<file path="src/rtl/rdi_sb_pkg.sv">
// Shared sideband definitions for the RDI bring-up TX requester and RX responder:
// message encodings, bring-up code values, FSM state encoding and the
// code-to-request mapping helper.
package rdi_sb_pkg;

  // Bring-up codes presented by the RDI controller
  localparam logic [2:0] CODE_NONE      = 3'd0;
  localparam logic [2:0] CODE_ACTIVE    = 3'd1;
  localparam logic [2:0] CODE_RETRAIN   = 3'd2;
  localparam logic [2:0] CODE_LINKERROR = 3'd3;
  localparam logic [2:0] CODE_LINKRESET = 3'd4;
  localparam logic [2:0] CODE_DISABLE   = 3'd5;

  // Sideband message encodings; every response is its request plus one
  localparam logic [3:0] SB_NOP           = 4'd0;
  localparam logic [3:0] SB_ACTIVE_REQ    = 4'd1;
  localparam logic [3:0] SB_ACTIVE_RSP    = 4'd2;
  localparam logic [3:0] SB_LINKRESET_REQ = 4'd7;
  localparam logic [3:0] SB_LINKRESET_RSP = 4'd8;
  localparam logic [3:0] SB_LINKERROR_REQ = 4'd9;
  localparam logic [3:0] SB_LINKERROR_RSP = 4'd10;
  localparam logic [3:0] SB_RETRAIN_REQ   = 4'd11;
  localparam logic [3:0] SB_RETRAIN_RSP   = 4'd12;
  localparam logic [3:0] SB_DISABLE_REQ   = 4'd13;
  localparam logic [3:0] SB_DISABLE_RSP   = 4'd14;

  // Bring-up requester state encoding
  typedef enum logic [2:0] {
    ST_IDLE     = 3'd0,
    ST_REQ_SEND = 3'd1,
    ST_WAIT_RSP = 3'd2,
    ST_DONE     = 3'd3,
    ST_ERROR    = 3'd4
  } gbu_state_e;

  // True for codes that actually request a bring-up action
  function automatic logic code_is_request(input logic [2:0] code);
    return (code >= CODE_ACTIVE) && (code <= CODE_DISABLE);
  endfunction

  // Request message for a bring-up code; NOP for codes with no action
  function automatic logic [3:0] req_for_code(input logic [2:0] code);
    logic [3:0] msg;
    case (code)
      CODE_ACTIVE:    msg = SB_ACTIVE_REQ;
      CODE_RETRAIN:   msg = SB_RETRAIN_REQ;
      CODE_LINKERROR: msg = SB_LINKERROR_REQ;
      CODE_LINKRESET: msg = SB_LINKRESET_REQ;
      CODE_DISABLE:   msg = SB_DISABLE_REQ;
      default:        msg = SB_NOP;
    endcase
    return msg;
  endfunction

endpackage

</file>
<file path="src/rtl/gbu_rsp_timer.sv">
// Response timer for the bring-up requester. Counts cycles while enabled,
// saturating at the last count; expired is high while enabled on the final
// cycle (count == TIMEOUT_CYCLES-1). Instantiated only with GBU_TX_TIMEOUT_EN.
module gbu_rsp_timer #(
  parameter int unsigned TIMEOUT_CYCLES = 1000
) (
  input  logic lclk,
  input  logic sys_rst,
  input  logic clear,
  input  logic enable,
  output logic expired
);

  localparam logic [15:0] LAST_COUNT = 16'(TIMEOUT_CYCLES - 1);

  logic [15:0] count_reg;

  // Cycle counter: cleared outside the wait window, saturates at the last count
  always_ff @(posedge lclk or negedge sys_rst) begin
    if (!sys_rst) begin
      count_reg <= '0;
    end else if (clear) begin
      count_reg <= '0;
    end else if (enable && (count_reg != LAST_COUNT)) begin
      count_reg <= count_reg + 16'd1;
    end
  end

  assign expired = enable && (count_reg == LAST_COUNT);

endmodule

</file>
<file path="src/rtl/general_bring_up_tx.sv">
// General bring-up TX requester: on a bring-up code from the RDI controller it
// claims sideband TX, sends the matching request, then waits for the partner's
// response. All outputs are registered and decoded from the next state.
// Optional response timeout is enabled with the GBU_TX_TIMEOUT_EN macro; without
// it the wait is unbounded and o_timeout_error is tied low.
module general_bring_up_tx
  import rdi_sb_pkg::*;
#(
  parameter int unsigned TIMEOUT_CYCLES = 1000
) (
  input  logic       lclk,
  input  logic       sys_rst,
  input  logic [2:0] i_rdi_controller_choosen_bring_up,
  input  logic [3:0] i_rx_sb_message,
  input  logic       i_rx_msg_valid,
  input  logic       i_tx_done_send_message,
  input  logic       i_tx_busy_from_RX,
  output logic [3:0] o_tx_sb_message,
  output logic       o_tx_msg_valid,
  output logic       o_tx_busy_to_RX,
  output logic       o_General_Bring_Up_done_TX,
  output logic       o_timeout_error
);

  gbu_state_e state_reg;
  gbu_state_e state_next;
  logic [2:0] code_reg;
  logic [2:0] code_next;
  logic [3:0] rsp_expected;
  logic       rsp_match;
  logic       code_cleared;
  logic       timeout_hit;
  logic [3:0] msg_next;

  // The code is sampled once when leaving IDLE; later changes never alter the message
  assign rsp_expected = req_for_code(code_reg) + 4'd1;
  assign rsp_match    = i_rx_msg_valid && (i_rx_sb_message == rsp_expected);
  assign code_cleared = (i_rdi_controller_choosen_bring_up == CODE_NONE);

`ifdef GBU_TX_TIMEOUT_EN
  gbu_rsp_timer #(
    .TIMEOUT_CYCLES(TIMEOUT_CYCLES)
  ) u_rsp_timer (
    .lclk   (lclk),
    .sys_rst(sys_rst),
    .clear  (state_reg != ST_WAIT_RSP),
    .enable (state_reg == ST_WAIT_RSP),
    .expired(timeout_hit)
  );
`else
  assign timeout_hit = 1'b0;
`endif

  // State and latched-code registers
  always_ff @(posedge lclk or negedge sys_rst) begin
    if (!sys_rst) begin
      state_reg <= ST_IDLE;
      code_reg  <= CODE_NONE;
    end else begin
      state_reg <= state_next;
      code_reg  <= code_next;
    end
  end

  // Next-state logic; a matching response always wins over timeout expiry
  always_comb begin
    state_next = state_reg;
    code_next  = code_reg;
    case (state_reg)
      ST_IDLE: begin
        if (code_is_request(i_rdi_controller_choosen_bring_up) && !i_tx_busy_from_RX) begin
          state_next = ST_REQ_SEND;
          code_next  = i_rdi_controller_choosen_bring_up;
        end
      end
      ST_REQ_SEND: begin
        if (i_tx_done_send_message) begin
          state_next = rsp_match ? ST_DONE : ST_WAIT_RSP;
        end
      end
      ST_WAIT_RSP: begin
        if (rsp_match) begin
          state_next = ST_DONE;
        end else if (code_cleared) begin
          state_next = ST_IDLE;
        end else if (timeout_hit) begin
          state_next = ST_ERROR;
        end
      end
      ST_DONE: begin
        if (code_cleared) begin
          state_next = ST_IDLE;
        end
      end
      ST_ERROR: begin
        if (code_cleared) begin
          state_next = ST_IDLE;
        end
      end
      default: begin
        state_next = ST_IDLE;
      end
    endcase
  end

  assign msg_next = (state_next == ST_REQ_SEND) ? req_for_code(code_next) : SB_NOP;

  // Registered outputs decoded from the next state
  always_ff @(posedge lclk or negedge sys_rst) begin
    if (!sys_rst) begin
      o_tx_sb_message            <= SB_NOP;
      o_tx_msg_valid             <= 1'b0;
      o_tx_busy_to_RX            <= 1'b0;
      o_General_Bring_Up_done_TX <= 1'b0;
    end else begin
      o_tx_sb_message            <= msg_next;
      o_tx_msg_valid             <= (state_next == ST_REQ_SEND);
      o_tx_busy_to_RX            <= (state_next == ST_REQ_SEND);
      o_General_Bring_Up_done_TX <= (state_next == ST_DONE);
    end
  end

`ifdef GBU_TX_TIMEOUT_EN
  // Timeout flag held for as long as the requester sits in ERROR
  always_ff @(posedge lclk or negedge sys_rst) begin
    if (!sys_rst) begin
      o_timeout_error <= 1'b0;
    end else begin
      o_timeout_error <= (state_next == ST_ERROR);
    end
  end
`else
  assign o_timeout_error = 1'b0;
`endif

endmodule

</file>
<file path="config.mk">
export PLATFORM = sky130hd
export DESIGN_NAME = general_bring_up_tx
export DESIGN_NICKNAME = d
export VERILOG_FILES = /design/src/rtl/rdi_sb_pkg.sv /design/src/rtl/gbu_rsp_timer.sv /design/src/rtl/general_bring_up_tx.sv
export SDC_FILE = /design/constraint.sdc
export NUM_CORES = 1
export LEC_CHECK = 0
export CORE_MARGIN = 1
export CORE_UTILIZATION = 50
export DETAILED_ROUTE_END_ITERATION = 12
export DONT_BUFFER_PORTS = 1
export GPL_TIMING_DRIVEN = 0
export PLACE_DENSITY = 0.7
export SETUP_SLACK_MARGIN = 0.1
export SYNTH_ARGS = -nofsm -noshare
export SYNTH_HDL_FRONTEND = slang
export SYNTH_HIERARCHICAL = 1
export SYNTH_SLANG_ARGS = --single-unit
</file>
<file path="constraint.sdc">
create_clock -name lclk -period 1.9 [get_ports lclk]
set_input_delay 0.38 -clock lclk [delete_from_list [all_inputs] [get_ports lclk]]
set_output_delay 0.38 -clock lclk [all_outputs]
set_load 0.05 [all_outputs]
</file>
After elaboration in Yosys (flattened, before gate mapping)

Cells that the tools add are included.

Add/subtract/negate cells: 1
Order comparisons: 2
Equal/unequal tests: 17
Multiplexer cells: 11
Reduce and logical (&&, ||, !) cells: 7

Operators with widths:

| operator            | count |
|---|---|
| $pmux 4 s5          | 2 |
| $eq 3x2->1 const B  | 7 |
| $mux 3              | 6 |
| $eq 3x3->1 const B  | 5 |
| $eq 3x1->1 const B  | 4 |
| $pmux 3 s4          | 1 |
| $logic_not 3->1     | 2 |
| $add 4x1->4 const B | 1 |
| $eq 4x4->1          | 1 |
| $mux 4              | 1 |
| $ge 3x1->1 const B  | 1 |
| $le 3x3->1 const B  | 1 |
| $logic_and 1x1->1   | 3 |
| $reduce_or 2->1     | 1 |
| $logic_not 1->1     | 1 |
| $mux 1              | 1 |

Register bits: 12
Input port bits: 12
Output and inout port bits: 8
Word-level logic and storage cells: 43

Longest topological paths before layout

Depth after elaboration: 10
Mapped depth: 11
Depth with buffers taken out: 10

Worst setup path after synthesis

Ideal clock, no wire load.

Path kind: input port to flip-flop
From: input port i_rdi_controller_choosen_bring_up[0]
To: register o_tx_sb_message[3]
Library setup time: 0.128 ns
Data arrival time: 1.835 ns
Required time: 1.772 ns
Setup slack: -0.063 ns
Stages on the path: 10
Path buffers: 1
Cells stage by stage: or3_4 -> and3_1 -> buf_6 -> o21ai_0 -> inv_1 -> ha_1 -> inv_1 -> o311ai_1 -> a22oi_1 -> nor2_1

Cells in the longest elaborated chain, start to end: 8
Elaborated cells between the ends (all ways): 19
Those cells by class: order compare (2); eq/ne (6); mux (8); reduce/logical (3)

Ends and longest elaborated chain:

| item                                            | line                       | source |
|---|---|---|
| start, declared                                 | general_bring_up_tx.sv:13  | `input logic [2:0] i_rdi_controller_choosen_bring_up,` |
| $ge 3x1->1 / $le 3x3->1 (equally long branches) | rdi_sb_pkg.sv:38           | `return (code >= CODE_ACTIVE) && (code <= CODE_DISABLE);` |
| $logic_and 1x1->1 *                             | rdi_sb_pkg.sv:38           |  |
| $logic_and 1x1->1 *                             | general_bring_up_tx.sv:71  | `if (code_is_request(i_rdi_controller_choosen_bring_up) && !i_tx_busy_from_RX) begin` |
| $mux 3 *                                        | general_bring_up_tx.sv:71  |  |
| $mux 3 *                                        | general_bring_up_tx.sv:69  | `case (state_reg)` |
| net code_next[2]                                | general_bring_up_tx.sv:28  | `logic [2:0] code_next;` |
| $eq 3x3->1, or another cell as far along        | rdi_sb_pkg.sv:44           | `case (code)` |
| $pmux 4 s5 *                                    | rdi_sb_pkg.sv:44           |  |
| $mux 4 *                                        | general_bring_up_tx.sv:106 | `assign msg_next = (state_next == ST_REQ_SEND) ? req_for_code(code_next) : SB_NOP;` |
| net msg_next[3]                                 | general_bring_up_tx.sv:33  | `logic [3:0] msg_next;` |
| end signal, assigned                            | general_bring_up_tx.sv:116 | `o_tx_sb_message <= msg_next;` |
| end, declared                                   | general_bring_up_tx.sv:18  | `output logic [3:0] o_tx_sb_message,` |

The timed path passes the listed nets; every way through them passes the cells marked *.

Worst setup path in the final report

From: register state_reg[1]
To: register o_tx_sb_message[3]

Cells in the longest elaborated chain, start to end: 5
Elaborated cells between the ends (all ways): 20
Those cells by class: eq/ne (10); mux (8); reduce/logical (2)

Ends and longest elaborated chain:

| item                                     | line                       | source |
|---|---|---|
| start, declared                          | general_bring_up_tx.sv:25  | `gbu_state_e state_reg;` |
| start signal, assigned                   | general_bring_up_tx.sv:60  | `state_reg <= state_next;` |
| $logic_not 3->1 *                        | general_bring_up_tx.sv:69  |  |
| $mux 3 *                                 | general_bring_up_tx.sv:69  |  |
| net code_next[1]                         | general_bring_up_tx.sv:28  |  |
| $eq 3x3->1, or another cell as far along | rdi_sb_pkg.sv:44           |  |
| $pmux 4 s5 *                             | rdi_sb_pkg.sv:44           |  |
| $mux 4 *                                 | general_bring_up_tx.sv:106 |  |
| net msg_next[3]                          | general_bring_up_tx.sv:33  |  |

Marked as above.

==> results.env <==
FIN_AREA_SQ_UM=909.6
MAPPEDNETLISTNETS=100
POST_SYNTH_INST_COUNT=86
POST_DP_CELL_AREA_SQ_UM=787.0
POST_ROUTE_CELLS_DRIVE_ABOVE_1_SHARE=0.2626
FAILED_CHECKS='setup timing'
ANTENNA_FOUND_INITIAL=0
OUTCOME='complete, but fails checks'
TIMING.FINAL.WS_SETUP_NS=-0.04940
CP_SLOWEST_CELL='sky130_fd_sc_hd__dfrtp_1'
LAYOUT.CELLS.MOST_COMMON='sky130_fd_sc_hd__dfrtp_1'
FLOW.AREA_GROWTH_FROM_SYNTHESIS_PCT=19.38
CRIT_FANOUT=3
R2R_SETUP_SLACK_NS=-0.05
CLOCK_TREE.BUFFER_DEPTH=2
POSTSYNTH.TOPFLOPCELL='sky130_fd_sc_hd__dfrtp_1'
SYNTH.CELL_AREA_SQ_UM=762.0
TIMING.CLOCK.SKEW_NS=0.0009269
WORST-SETUP-PATH-TYPE='reg -> reg'
CTS_MAX_LEVEL=1
DETAIL_ROUTE.DRC_VIOLATIONS=0
CLK_TRANSITION_REPORTED_PATHS_NS=0.08
FLOORPLAN.DIE.HEIGHT_UM=41.04
BUFFER_PORTS.INSERTED=0
GLOBAL_ROUTER_S_OVERALL_RESOURCE_USAGE=0.2213
INITIAL_UTILIZATION=0.5577
ANTENNA_CELLS=0
DETAILED_ROUTE_WIRE_LENGTH_PER_CELL_UM=13.89
TIMING.FINAL.SETUP_VIOLATIONS=1
CP_MAX_STAGE_DELAY_NS=0.42
YOSYS_WARNINGS=6
CRITICAL_PATH.STARTPOINT_TYPE='register'
CP_CELL_SEQUENCE='a2111oi_4, nand3_2, mux2i_2, inv_1, ha_2, inv_2, o311ai_1, a22oi_1, nor2_1'
CP.BUFFERS_INVERTERS=2
NUM_VIAS=650
GRT_SETUP_UNREPAIRED='true'
HOLD_VIOL_FINAL=0
GRT_MAX_DEGREE=13
DIEAREA_SQ_UM=1684
TIMING.CRITICAL_PATH.ARRIVAL_NS=2.11
P_LEAK_nW=0.4221
SYNTH-EDFF-COUNT=0
CRITICAL_PATH.ENDPOINT_TYPE='register'
ANT_NETS=0
ROUTE.FINAL.WIRE_LENGTH_UM=1583
FILLER_CELL_COUNT=109
SYNTH_CELL_TYPES=34
TIMING.CRITICAL_PATH.REQUIRED_NS=2.06
FINALWEIGHTEDCONGESTION=0.8371
FIRST_GLOBAL_VIAS=574
FLOORPLAN.CORE_AREA_SQ_UM=1366
DP_HPWL_UM=1069
YS_SEQ_ELEMENTS=12
YS_SEQ_AREA_FRAC=0.3941
TOTAL_POWER_mW=1.445
MAXSLEWHEADROOM=0.6239
CTS.SINKS=12
GLOBALROUTE.TOTALOVERFLOW=0
GRT_PASS1_WL_UM=2359
REPORT.FINAL.SLEW_VIOL_COUNT=0
VDD_IR_DROP_MAX_uV=704.4
SYNTH-ASYNC-RESET-RATIO=1.000
NUM_ROWS=13
CLKLATENCYLATEPIN_NS=0.28
CP_TOP_DELAY_FAMILY='compound AO/OA/AOI/OAI gates'
FINAL.PERIOD_UTILIZATION=1.026
LARGEST_REGISTER_FFS=4
TRITONCTS='yes'
TRITONCTS.NUM_BUFFERS=3
POWER_DENSITY_NORMALIZED_TO_CELL_AREA_nW_PER_UM2=1588
PERIOD_MINUS_SLACK_NS=1.949
FINAL_NETS=114
DETAIL_ROUTE.ITER0.VIOLATIONS=10
POSTSYNTHAREAPERCELL_SQ_UM=8.860
IO_PINS=20
ROUTE.DETAILED.VIAS_PER_INST=5.702
LAYOUT.CELLS.MOST_COMMON_LIST='sky130_fd_sc_hd__dfrtp_1, sky130_fd_sc_hd__nor2_1, sky130_fd_sc_hd__buf_4'
REPORTED_MAX_CAP_VIOLATION_COUNT=0
MAX_SLEW.WORST_PIN.SLEW_NS=0.5623
DRTPASS1ITERATIONS=5
WORSTHOLDPATHTYPE='in -> reg'
CTS_ROOT_BUF='sky130_fd_sc_hd__clkbuf_4'
FP.DIEW_UM=41.04
MAX_CLOCK_FREQ_MHz=513.0
final cells by class:
| type | instances | area [sq um] | share of cell area |
|---|---|---|---|
| well taps | 15 | 18.77 | 0.02063 |
| inverters | 7 | 26.28 | 0.02889 |
| plain buffers | 4 | 31.28 | 0.03439 |
| repair buffers | 9 | 70.07 | 0.07703 |
| clock buffers | 4 | 36.28 | 0.03989 |
| multi-input cells | 63 | 426.7 | 0.4691 |
| flip-flops and latches | 12 | 300.3 | 0.3301 |
path summary, 6_finish.rpt:
kind	from	to	cells past startpoint
min in group asynchronous	sys_rst	code_reg[1]	1
hold reg to reg	state_reg[0]	state_reg[2]	1
max in group asynchronous	sys_rst	state_reg[2]	1
setup / recovery	state_reg[1]	o_tx_sb_message[3]	9
hold / removal	i_rdi_controller_choosen_bring_up[2]	code_reg[2]	2
setup reg to reg	state_reg[1]	o_tx_sb_message[3]	9
synthesized netlist by cell type (all sizes together), types with 2 or more instances:
| master | instances | area share |
|---|---|---|
| nor2b | 3 | 0.025 |
| nand4 | 3 | 0.025 |
| ha | 2 | 0.033 |
| nand2b | 3 | 0.025 |
| buf | 4 | 0.041 |
| nor2 | 10 | 0.049 |
| nor3 | 2 | 0.013 |
| o21ai | 2 | 0.013 |
| inv | 7 | 0.034 |
| dfrtp | 12 | 0.39 |
| and3 | 2 | 0.016 |
| xnor2 | 3 | 0.034 |
| nand3 | 3 | 0.020 |
| or3 | 3 | 0.031 |
| a21oi | 2 | 0.013 |
| nand2 | 10 | 0.049 |
layer usage:
layer | vias up | wire (um) | global-route usage
li1 | 321 | - | -
met1 | 306 | 707 | 0.2761
met2 | 19 | 777 | 0.3477
met3 | 4 | 70 | 0.06522
met4 | 0 | 28 | 0.1000
met5 | - | 0 | 0
report_power, final:
part	switching [mW]	leakage, nW	internal (mW)
clock network	0.0916	0.0210	0.117
logic	0.375	0.244	0.297
registers	0.222	0.157	0.342
cell families (layout without fill, tap and decap cells):
kind of cell,after synthesis,in the layout,share of synthesized area
XOR/XNOR,4,4,0.04599
AO/OA/AOI/OAI,13,13,0.1495
AND/OR/NAND/NOR,42,42,0.2841
other,1,1,0.004921
multiplexers,1,1,0.01314
buffers and inverters,11,24,0.07553
adder cells (fa/ha/maj),2,2,0.03284
flip-flops,12,12,0.3941
stage by stage:
stage	std cells	setup WS, ns	hold slack (ns)	TNS (ns)	util
after floorplan	86	0.03490	0.08441	0	-
after global placement	101	-0.1117	0.08464	-0.1645	0.5760
after detailed placement	101	-0.1310	0.08467	-0.1773	0.5760
after CTS	111	-0.09099	0.2419	-0.1478	0.6429
after global routing	114	-0.1833	0.2465	-0.3361	0.6658
final	114	-0.04940	0.2378	-0.04940	0.6658
repair_timing:
item / in CTS / in global routing
endpoints found under the setup margin: 3 / 3
pin swaps: 5 / 2
setup buffers: 5 / 3
hold buffers: 1 / 0
gates resized for setup: 3 / 2
endpoints found under the hold margin: 12 / 0
Power figures use the tool's default switching activity.
